$ cat config.mk
export PLATFORM = sky130hd
export DESIGN_NAME = add_shift_mult_seq
export DESIGN_NICKNAME = d
export VERILOG_FILES = /design/src/rtl/mult_pkg.sv /design/src/rtl/add_shift_ctrl.sv /design/src/rtl/add_shift_mult_seq.sv
export SDC_FILE = /design/constraint.sdc
export NUM_CORES = 1
export LEC_CHECK = 0
export ABC_AREA = 1
export CAP_MARGIN = 20
export CELL_PAD_IN_SITES_DETAIL_PLACEMENT = 1
export CELL_PAD_IN_SITES_GLOBAL_PLACEMENT = 1
export CORE_MARGIN = 1.5
export CORE_UTILIZATION = 39
export DETAILED_ROUTE_END_ITERATION = 8
export PLACE_DENSITY = 0.91
export SKIP_CTS_REPAIR_TIMING = 1
export SYNTH_ARGS = -nofsm -noshare
export SYNTH_HDL_FRONTEND = slang
export SYNTH_SLANG_ARGS = --single-unit
$ cat constraint.sdc
create_clock -name clk -period 4.7 [get_ports clk]
set_clock_uncertainty 0.1 [all_clocks]
set_input_delay 0.94 -clock clk [delete_from_list [all_inputs] [get_ports clk]]
set_output_delay 0.94 -clock clk [all_outputs]
set_load 0.05 [all_outputs]
$ cat src/rtl/mult_pkg.sv
// Shared types and helpers for the sequential add/shift multiplier.
// Controller state encoding and counter sizing live here.
package mult_pkg;

  typedef enum logic [1:0] {
    IDLE = 2'd0,
    ITER = 2'd1,
    DONE = 2'd2
  } state_t;

  // Narrowest operand width the datapath supports.
  localparam int MIN_WIDTH = 2;

  function automatic int cnt_w(input int width);
    return (width < MIN_WIDTH) ? 1 : $clog2(width);
  endfunction

endpackage

$ cat src/rtl/add_shift_ctrl.sv
// Controller for the add/shift multiplier.
// Owns the state register, iteration counter and handshake status.
module add_shift_ctrl
  import mult_pkg::*;
#(
  parameter int WIDTH = 8
) (
  input  logic clk,
  input  logic rst,
  input  logic start,
  output logic ready,
  output logic busy,
  output logic done,
  output logic accept,
  output logic last
);

  localparam int CW = cnt_w(WIDTH);
  localparam logic [CW-1:0] CNT_LAST = CW'(WIDTH - 1);

  state_t        r_state;
  logic [CW-1:0] r_cnt;

  assign ready  = (r_state == IDLE);
  assign busy   = (r_state == ITER);
  assign done   = (r_state == DONE);
  assign accept = ready & start;
  assign last   = busy & (r_cnt == CNT_LAST);

  // State sequencing; the counter holds on the final iteration so it never wraps.
  always_ff @(posedge clk or posedge rst) begin
    if (rst) begin
      r_state <= IDLE;
      r_cnt   <= '0;
    end else begin
      unique case (r_state)
        IDLE: begin
          if (start) begin
            r_state <= ITER;
            r_cnt   <= '0;
          end
        end
        ITER: begin
          if (r_cnt == CNT_LAST) begin
            r_state <= DONE;
          end else begin
            r_cnt <= r_cnt + 1'b1;
          end
        end
        DONE: r_state <= IDLE;
        default: r_state <= IDLE;
      endcase
    end
  end

endmodule

$ cat src/rtl/add_shift_mult_seq.sv
// Sequential W x W -> 2W add/shift multiplier, signed or unsigned.
// Product lands in {Preg, Areg}; the last signed step subtracts B.
module add_shift_mult_seq
  import mult_pkg::*;
#(
  parameter int WIDTH     = 8,
  parameter bit SIGNED_EN = 1'b1
) (
  input  logic               clk,
  input  logic               rst,
  input  logic               start,
  input  logic               signed_mode,
  input  logic [WIDTH-1:0]   ABus,
  input  logic [WIDTH-1:0]   BBus,
  output logic               ready,
  output logic               busy,
  output logic               done,
  output logic [2*WIDTH-1:0] resultBus
);

  if (WIDTH < MIN_WIDTH) begin : g_bad_width
    $error("add_shift_mult_seq: WIDTH must be >= 2");
  end

  logic             w_accept;
  logic             w_last;
  logic [WIDTH-1:0] r_a;
  logic [WIDTH-1:0] r_b;
  logic [WIDTH-1:0] r_p;
  logic             r_mode;
  logic [WIDTH:0]   w_b_ext;
  logic [WIDTH:0]   w_p_ext;
  logic [WIDTH:0]   w_addend;
  logic [WIDTH:0]   w_sum;

  add_shift_ctrl #(
    .WIDTH (WIDTH)
  ) u_ctrl (
    .clk    (clk),
    .rst    (rst),
    .start  (start),
    .ready  (ready),
    .busy   (busy),
    .done   (done),
    .accept (w_accept),
    .last   (w_last)
  );

  assign w_b_ext = r_mode ? {r_b[WIDTH-1], r_b} : {1'b0, r_b};
  assign w_p_ext = r_mode ? {r_p[WIDTH-1], r_p} : {1'b0, r_p};

  // Sign bit of a two's-complement multiplier carries negative weight.
  always_comb begin
    w_addend = '0;
    if (r_a[0]) begin
      w_addend = (r_mode && w_last) ? -w_b_ext : w_b_ext;
    end
  end

  assign w_sum     = w_p_ext + w_addend;
  assign resultBus = {r_p, r_a};

  // Operand capture on accept, then one add/shift step per busy cycle.
  always_ff @(posedge clk or posedge rst) begin
    if (rst) begin
      r_a    <= '0;
      r_b    <= '0;
      r_p    <= '0;
      r_mode <= 1'b0;
    end else if (w_accept) begin
      r_a    <= ABus;
      r_b    <= BBus;
      r_p    <= '0;
      r_mode <= signed_mode & SIGNED_EN;
    end else if (busy) begin
      r_p <= w_sum[WIDTH:1];
      r_a <= {w_sum[0], r_a[WIDTH-1:1]};
    end
  end

endmodule
Word level (Yosys, flattened, before mapping)
Cells that the tools add are included.
Storage, ports and cells
  register bits after elaboration: 30
  bits of input ports: 20
  output and inout port bits: 19
  logic and storage cells: 37
Cells by class
  $add $sub $neg: 3
  equal/unequal tests: 6
  multiplexer cells: 14
  bitwise logic cells: 2
  reduce and logical (&&, ||, !) cells: 6
Operators with widths (count)
  $mux 9: 4
  $mux 8: 4
  $add 9x9->9: 1
  $neg 9->9: 1
  $mux 3: 2
  $ne 2x2->1 const B: 3
  $pmux 3 s2: 1
  $mux 2: 2
  $pmux 2 s2: 1
  $reduce_bool 2->1: 2
  $add 3x1->3 const B: 1
  $eq 3x3->1 const B: 1
  $reduce_and 3->1: 1
  $and 1x1->1: 2
  $eq 2x1->1 const B: 1
  $eq 2x2->1 const B: 1
  $logic_not 2->1: 1
  $reduce_and 2->1: 1
  $logic_and 1x1->1: 1

Logic depth before layout (Yosys ltp)
Gate-level depths: netlist of run 1.
  depth in word-level cells: 8
  mapped depth: 18
  mapped depth without buffers: 18

Hierarchy
From an unflattened synthesis of run 1, not the netlist that was laid out.
Second synthesis, totals
  cell total of the unflattened synthesis: 229
  area total of the unflattened synthesis: 1830.5 µm²
By module, submodules not included
  add_shift_mult_seq: times used 1, cells each 199, area an instance 1576.5 µm², seq. area each 625.6 µm²
  add_shift_ctrl: times used 1, cells each 30, area an instance 254.0 µm², seq. area each 125.1 µm²

Worst setup path before layout of run 1
OpenSTA, ideal clock, no wires.
  path type: flip-flop to flip-flop
  start point: reg u_ctrl.r_cnt[0]
  end point: reg r_p[4]
  setup time: 0.123 ns
  data arrival time: 2.149 ns
  data required time: 4.477 ns
  slack: 2.328 ns
  stages on the path, launching flop included: 18
  buffers on the path: 0
  clock period less this slack: 2.372 ns
  path through: dfrtp_1 ha_1 ha_1 inv_1 nor2_4 nand2_4 nor2_1 o21ai_0 a21oi_1 ha_1 a21oi_1 nand2_1 nand2_1 nand2_1 nand2_1 nand2_1 o21ai_0 nand2_1
On the way
  word-level cells in the longest chain between the ends: 8
RTL lines
  start: declaration: RTL line add_shift_ctrl.sv:22  | logic [CW-1:0] r_cnt;
  start signal: assignment: RTL line add_shift_ctrl.sv:47  | r_cnt <= r_cnt + 1'b1;
  $eq 3x3->1: RTL line add_shift_ctrl.sv:28  | assign last = busy & (r_cnt == CNT_LAST);
  $and 1x1->1: RTL line add_shift_ctrl.sv:28
  $logic_and 1x1->1: RTL line add_shift_mult_seq.sv:56  | w_addend = (r_mode && w_last) ? -w_b_ext : w_b_ext;
  $mux 9: RTL line add_shift_mult_seq.sv:56
  $mux 9: RTL line add_shift_mult_seq.sv:55  | if (r_a[0]) begin
  $add 9x9->9: RTL line add_shift_mult_seq.sv:60  | assign w_sum = w_p_ext + w_addend;
  $mux 8: RTL line add_shift_mult_seq.sv:75  | end else if (busy) begin
  $mux 8: RTL line add_shift_mult_seq.sv:70  | end else if (w_accept) begin
  end signal: assignment: RTL line add_shift_mult_seq.sv:76  | r_p <= w_sum[WIDTH:1];
  end: declaration: RTL line add_shift_mult_seq.sv:29  | logic [WIDTH-1:0] r_p;
No other way between the ends. The select of a mux whose other input is x is not followed.
A chain may end at the register's enable or synchronous reset.

Worst setup path in the final report of run 1
  start point: reg u_ctrl.r_state[1]
  end point: out busy
On the way
  word-level cells in the longest chain between the ends: 1
RTL lines
  start: declaration: RTL line add_shift_ctrl.sv:21  | state_t r_state;
  start signal: assignment: RTL line add_shift_ctrl.sv:33  | r_state <= IDLE;
  start signal: assignment: RTL line add_shift_ctrl.sv:39  | r_state <= ITER;
  start signal: assignment: RTL line add_shift_ctrl.sv:45  | r_state <= DONE;
  $eq 2x1->1: RTL line add_shift_ctrl.sv:25  | assign busy = (r_state == ITER);
  end: declaration: RTL line add_shift_mult_seq.sv:16  | output logic busy,
No other way between the ends.

==> flow_summary_export.csv, run 1 <==
group,metric,value,unit
status,status,"finished clean",
sta,timing.fmax,300,MHz
synthesis,synthFlopType,"dfrtp_1",
setup_path,crit_path_end,"busy",
global_route,grt_pass1_wl,8690,um
drt,wl_per_cell,15.3,um
synthesis,async_reset_ff_frac,1.00,
synthesis,netlist_area,0.00179,mm^2
power_and_ir_drop,peakVddDrop,0.297,mV
finish,final_util,0.527,
run,cap_violations,0,
setup_path,crit_type,"reg -> out",
finish,final_nets,302,
finish,nFillCells,558,
drt,drc_errors,0,
floorplanning,num_io_pins,39,
finish,final_common_cell,"nand2_1",
place,portBuffers,38,
drt,num_vias,1715,
setup_path,cp.required,3.66,ns
power_and_ir_drop,total_power,1.73,mW
synthesis,synthDistinctLibCells,26,
sta,layout_setup_ws,1.37,ns
floorplanning,die_y,70.8,um
global_route,grtUsageTotal,0.222,
setup_path,end_kind,"primary output",
floorplanning,die_x,70.8,um
synthesis,synth_edf_count,0,
global_route,antenna_found_initial,0,
finish,syn2layout_area_growth,28.9,%
synthesis,synth_top_family_by_area,"simple AND/OR/NAND/NOR gates",
power_and_ir_drop,pwr-share-comb,0.586,
sta,hold_violations,0,
cts,cts_tree,"built",
sta,relSlewSlack,0.667,
sta,drv_slew,0,
setup_path,r2r_cells,18,
setup_path,start_kind,"flop",
power_and_ir_drop,power_leakage,1.13,nW
synthesis,seq_area_frac_synth,0.418,
finish,finalNonFillerCells,323,
floorplanning,num_rows,24,
place,place_inst,315,
synthesis,netlist_instances,229,
cts,cts_made_buffers,5,
synthesis,ys_warn_count,0,
sta,worstMarginPinSlew,0.497,ns
synthesis,synthMuxAreaShare,0,
sta,period_share,0.709,
power_and_ir_drop,clkPwrFrac,0.127,
sta,setup_viol,0,
sta,period_needed,3.33,ns
place,hpwl,3560,um
synthesis,ys_ff_latch,30,
synthesis,synth-compound-area-share,0.165,
power_and_ir_drop,internal_power,0.842,mW
drt,first_pass_iters,4,
cts,cts_htree_levels,2,
floorplanning,dieArea,0.00502,mm^2
drt,drt-total-wl,4950,um
cts,clockBufferDepth,2,
sta,setup_tns,0,ns
cts,cts.sinks,30,
synthesis,synth-simple-area-share,0.240,
floorplanning,coreArea,0.00438,mm^2
finish,antenna_cells,0,
drt,drtAntennaViolNets,0,
cts,cts-root-buf,"clkbuf_8",
setup_path,path_max_fanout,13,
synthesis,syn_avg_cell_area,7.84,um^2
power_and_ir_drop,swShare,0.514,
drt,drtIter0Drc,81,
setup_path,worstReg2RegEnd,"r_p[4]$_DFFE_PP0P_",
power_and_ir_drop,switching_power,0.892,mW
place,pre_cts_ws,1.67,ns
setup_path,r2r-start,"u_ctrl.r_cnt[0]$_DFFE_PP0P_",
floorplanning,start_util,0.409,
sta,rsz0062_at_grt,"false",
synthesis,synthAdderAreaFrac,0.0879,
cts,worst_skew_pair.late_latency,0.29,ns
finish,final_cell_mix,"60 x nand2_1, 38 x clkdlybuf4s50_1, 32 x inv_1",
place,place.gp.congestion,0.879,
hold_path,min_path_type,"reg -> reg",
power_and_ir_drop,pwr-share-seq,0.287,
setup_path,critPathLaunch,"u_ctrl.r_state[1]$_DFFE_PP0P_",
global_route,grt_pass1_vias,1818,
setup_path,ff2ff_setup_slack,1.84,ns
global_route,grt_max_degree,31,
finish,drive_gt1_frac,0.0664,
setup_path,cp.arrival,2.29,ns
cts,clkSlewWorstSetupHoldPaths,0.07,ns
synthesis,synth_xor_area_frac,0,
drt,avgViaCountPerCell,5.31,
power_and_ir_drop,p_per_area,750,mW/mm^2
synthesis,syn_nets,261,
global_route,gr-total-overflow,0,
worst max-delay path, cell delays in order (launching register included):
cell and delay (ns):
dfrtp_1 0.38, inv_1 0.10, nand2_2 0.21, inv_1 0.42, clkdlybuf4s50_1 0.89
logic make-up after synthesis:
family          Yosys count
fa+ha+maj                12
buf+inv                  39
simple gates             96
compound gates           52
flops                    30
stage by stage:
stage	instance area, um^2	hold WS (ns)
floorplan	1790	0.409
finish	2310	0.425
global route	2310	0.482
global placement	2220	0.408
CTS	2310	0.428
detailed placement	2220	0.412
routing by layer:
| layer | global-route usage | routed length, um | part of all wire |
|---|---|---|---|
| met1 | 0.272 | 2140 | 0.43 |
| met2 | 0.386 | 2560 | 0.52 |
| met3 | 0.0442 | 131 | 0.026 |
| met4 | 0.0818 | 119 | 0.024 |
| met5 | 0 | 0 | 0 |
registers in the layout, indices dropped and copies added (netlist names):
name	count
u_ctrl.r_state	2
r_a	8
u_ctrl.r_cnt	3
r_b	8
r_mode	1
r_p	8
area by class of cell:
| class | count | area (um^2) | share of cell area |
|---|---|---|---|
| clock inverters | 2 | 12.5 | 0.00541 |
| repair buffers | 39 | 388 | 0.168 |
| clock buffers | 6 | 82.6 | 0.0357 |
| well taps | 52 | 65.1 | 0.0281 |
| flip-flops and latches | 30 | 751 | 0.325 |
| multi-input cells | 160 | 885 | 0.383 |
| inverters | 34 | 129 | 0.0557 |
synth_stat cells, drive strengths merged, types with 3 or more instances:
cell type,n,area [um^2]
nand2,64,255
inv,33,124
dfrtp,30,751
o21ai,26,130
a21oi,15,75.1
nor2,15,80.1
nand3,12,65.1
ha,11,138
o221ai,6,52.6
buf,3,22.5
o211ai,3,22.5
power groups by stage:
stage	Combinational [mW]	Clock (mW)	Sequential (mW)
after detailed placement	1.01	0	0.499
after global placement	0.975	0	0.493
after global routing	1.13	0.238	0.513
after floorplan	0.507	0	0.690
final	1.02	0.221	0.497
after CTS	1.03	0.226	0.497
worst min path at each step:
stage | cells after the start | startpoint | slack [ns] | endpoint
floorplan | 2 | r_b[7]$_DFFE_PP0P_ | 0.41 | r_b[7]$_DFFE_PP0P_
global placement | 2 | r_p[4]$_DFFE_PP0P_ | 0.41 | r_p[4]$_DFFE_PP0P_
detailed placement | 2 | r_p[3]$_DFFE_PP0P_ | 0.41 | r_p[3]$_DFFE_PP0P_
CTS | 2 | r_p[3]$_DFFE_PP0P_ | 0.43 | r_p[3]$_DFFE_PP0P_
global route | 2 | r_p[2]$_DFFE_PP0P_ | 0.48 | r_p[2]$_DFFE_PP0P_
finish | 2 | r_p[3]$_DFFE_PP0P_ | 0.43 | r_p[3]$_DFFE_PP0P_
No activity file was read; power rests on OpenSTA's default activity.
==> run 2, diff against run 1 <==
CORE_UTILIZATION = 33   (was 39)
PLACE_DENSITY = 0.83   (was 0.91)
clock period = 3.05 ns   (was 4.7 ns; I/O delays follow)
==> flow_summary_export.csv, run 2 (synthesized netlist as in run 1, its figures left out) <==
group,metric,value,unit
status,status,"finished clean",
drt,met3_wirelength,147,um
setup_path,r2r-start,"u_ctrl.r_cnt[0]$_DFFE_PP0P_",
setup_path,crit_slowest_cell,"dfrtp_1",
setup_path,path_max_fanout,8,
cts,clockBufferDepth,2,
setup_path,critPathLaunch,"u_ctrl.r_cnt[0]$_DFFE_PP0P_",
drt,drc_errors,0,
hold_path,min_path_type,"reg -> reg",
sta,relSlewSlack,0.654,
cts,clkSlewWorstSetupHoldPaths,0.06,ns
cts,cts.sinks,30,
floorplanning,dieArea,0.00589,mm^2
sta,timing.fmax,379,MHz
power_and_ir_drop,p_per_area,1130,mW/mm^2
global_route,grtUsageTotal,0.178,
floorplanning,coreArea,0.00517,mm^2
drt,wl_per_cell,13.7,um
setup_path,crit_type,"reg -> reg",
place,hpwl,3610,um
finish,final_nets,305,
drt,drt-total-wl,4730,um
sta,period_needed,2.64,ns
drt,drtIter0Drc,83,
sta,layout_setup_ws,0.412,ns
finish,drive_gt1_frac,0.0730,
cts,cts_made_buffers,5,
drt,highest_layer,"met4",
floorplanning,num_rows,26,
drt,avgViaCountPerCell,4.90,
sta,period_share,0.865,
sta,setup_viol,0,
setup_path,path_common_cell,"nand2_1",
finish,final_util,0.455,
cts,worst_skew_pair.late_latency,0.28,ns
floorplanning,die_y,76.7,um
global_route,grt_pass1_vias,1819,
global_route,gr-total-overflow,0,
power_and_ir_drop,peakVddDrop,0.715,mV
global_route,grt_pass1_wl,8340,um
floorplanning,start_util,0.347,
sta,holdWs,0.431,ns
place,place.gp.congestion,0.783,
sta,hold_violations,0,
drt,drtAntennaViolNets,0,
drt,first_pass_iters,4,
floorplanning,num_io_pins,39,
finish,final_cell_mix,"60 x nand2_1, 38 x clkdlybuf4s50_1, 32 x inv_1",
sta,rsz0062_at_grt,"false",
sta,worstMarginPinSlew,0.517,ns
finish,final_common_cell,"nand2_1",
power_and_ir_drop,power_leakage,1.14,nW
place,pre_cts_ws,0.426,ns
global_route,antenna_found_initial,0,
finish,antenna_cells,0,
finish,nFillCells,628,
finish,top_regs,"r_a: 8 flops, r_b: 8 flops, r_p: 8 flops",
drt,num_vias,1686,
setup_path,crit_chain,"ha_1 -> ha_1 -> inv_1 -> nor2_4 -> nand2_4 -> nor2_1 -> o21ai_0 -> a21oi_1 -> ha_1 -> a21oi_1 -> nand2_1 -> nand2_1 -> nand2_1 -> nand2_1 -> nand2_1 -> o21ai_0 -> nand2_1",
sta,setup_tns,0,ns
cts,cts_htree_levels,2,
setup_path,start_kind,"flop",
sta,drv_slew,0,
setup_path,cp.arrival,2.71,ns
place,portBuffers,38,
floorplanning,die_x,76.7,um
setup_path,cp.required,3.12,ns
finish,syn2layout_area_growth,31.2,%
setup_path,slowest_delay,0.38,ns
cts,cts-root-buf,"clkbuf_8",
drt,drt-met1-wl,2240,um
drt,wl_met2,2290,um
setup_path,end_kind,"flop",
global_route,grt_max_degree,31,
run,cap_violations,0,
power_and_ir_drop,total_power,2.66,mW
hold_path,hp-start,"r_p[4]$_DFFE_PP0P_",
cts,cts_tree,"built",
==> run 2: critical path, delay by kind of cell, from the launching register on <==
| kind | cells | cell delay [ns] |
|---|---|---|
| AND/OR/NAND/NOR | 9 | 0.66 |
| flip-flops | 1 | 0.38 |
| AO/OA/AOI/OAI | 4 | 0.52 |
| buffers and inverters | 1 | 0.12 |
| adder cells (fa/ha/maj) | 3 | 0.73 |
==> run 2: final timing paths <==
path,to,slack [ns],cells after the start
worst max-delay path,r_p[4]$_DFFE_PP0P_,0.41,17
worst min-delay path,r_p[4]$_DFFE_PP0P_,0.43,2
worst max register to register,r_p[4]$_DFFE_PP0P_,0.41,17
worst min register to register,r_p[4]$_DFFE_PP0P_,0.43,2
max in group asynchronous,r_p[4]$_DFFE_PP0P_,1.96,3
min in group asynchronous,r_a[6]$_DFFE_PP0P_,0.60,3
==> run 2: layout make-up <==
cell class                 count  area [um^2]  area share
clock buffer                   7         86.3      0.0367
clock inverter                 1         5.00     0.00213
inverter                      34          129      0.0548
multi-input combinational    160          885       0.376
sequential                    30          751       0.319
tap                           70         87.6      0.0372
timing repair buffer          42          410       0.174
==> run 2: where the power goes <==
group / total, mW / switching, mW / leakage (nW) / internal (mW)
Clock: 0.337 / 0.155 / 0.0482 / 0.182
Combinational: 1.56 / 1.02 / 0.722 / 0.547
Sequential: 0.761 / 0.172 / 0.370 / 0.589
==> run 2: per-stage QoR <==
step / instance area, um^2 / cells
finish: 2350 / 344
CTS: 2350 / 344
detailed placement: 2260 / 336
global route: 2350 / 344
global placement: 2260 / 336
floorplan: 1790 / 229
==> run 2: metal layers <==
metal,global-route usage,up-vias
met5,0,-
met4,0.0574,0
li1,-,841
met2,0.300,27
met3,0.0417,4
met1,0.223,814
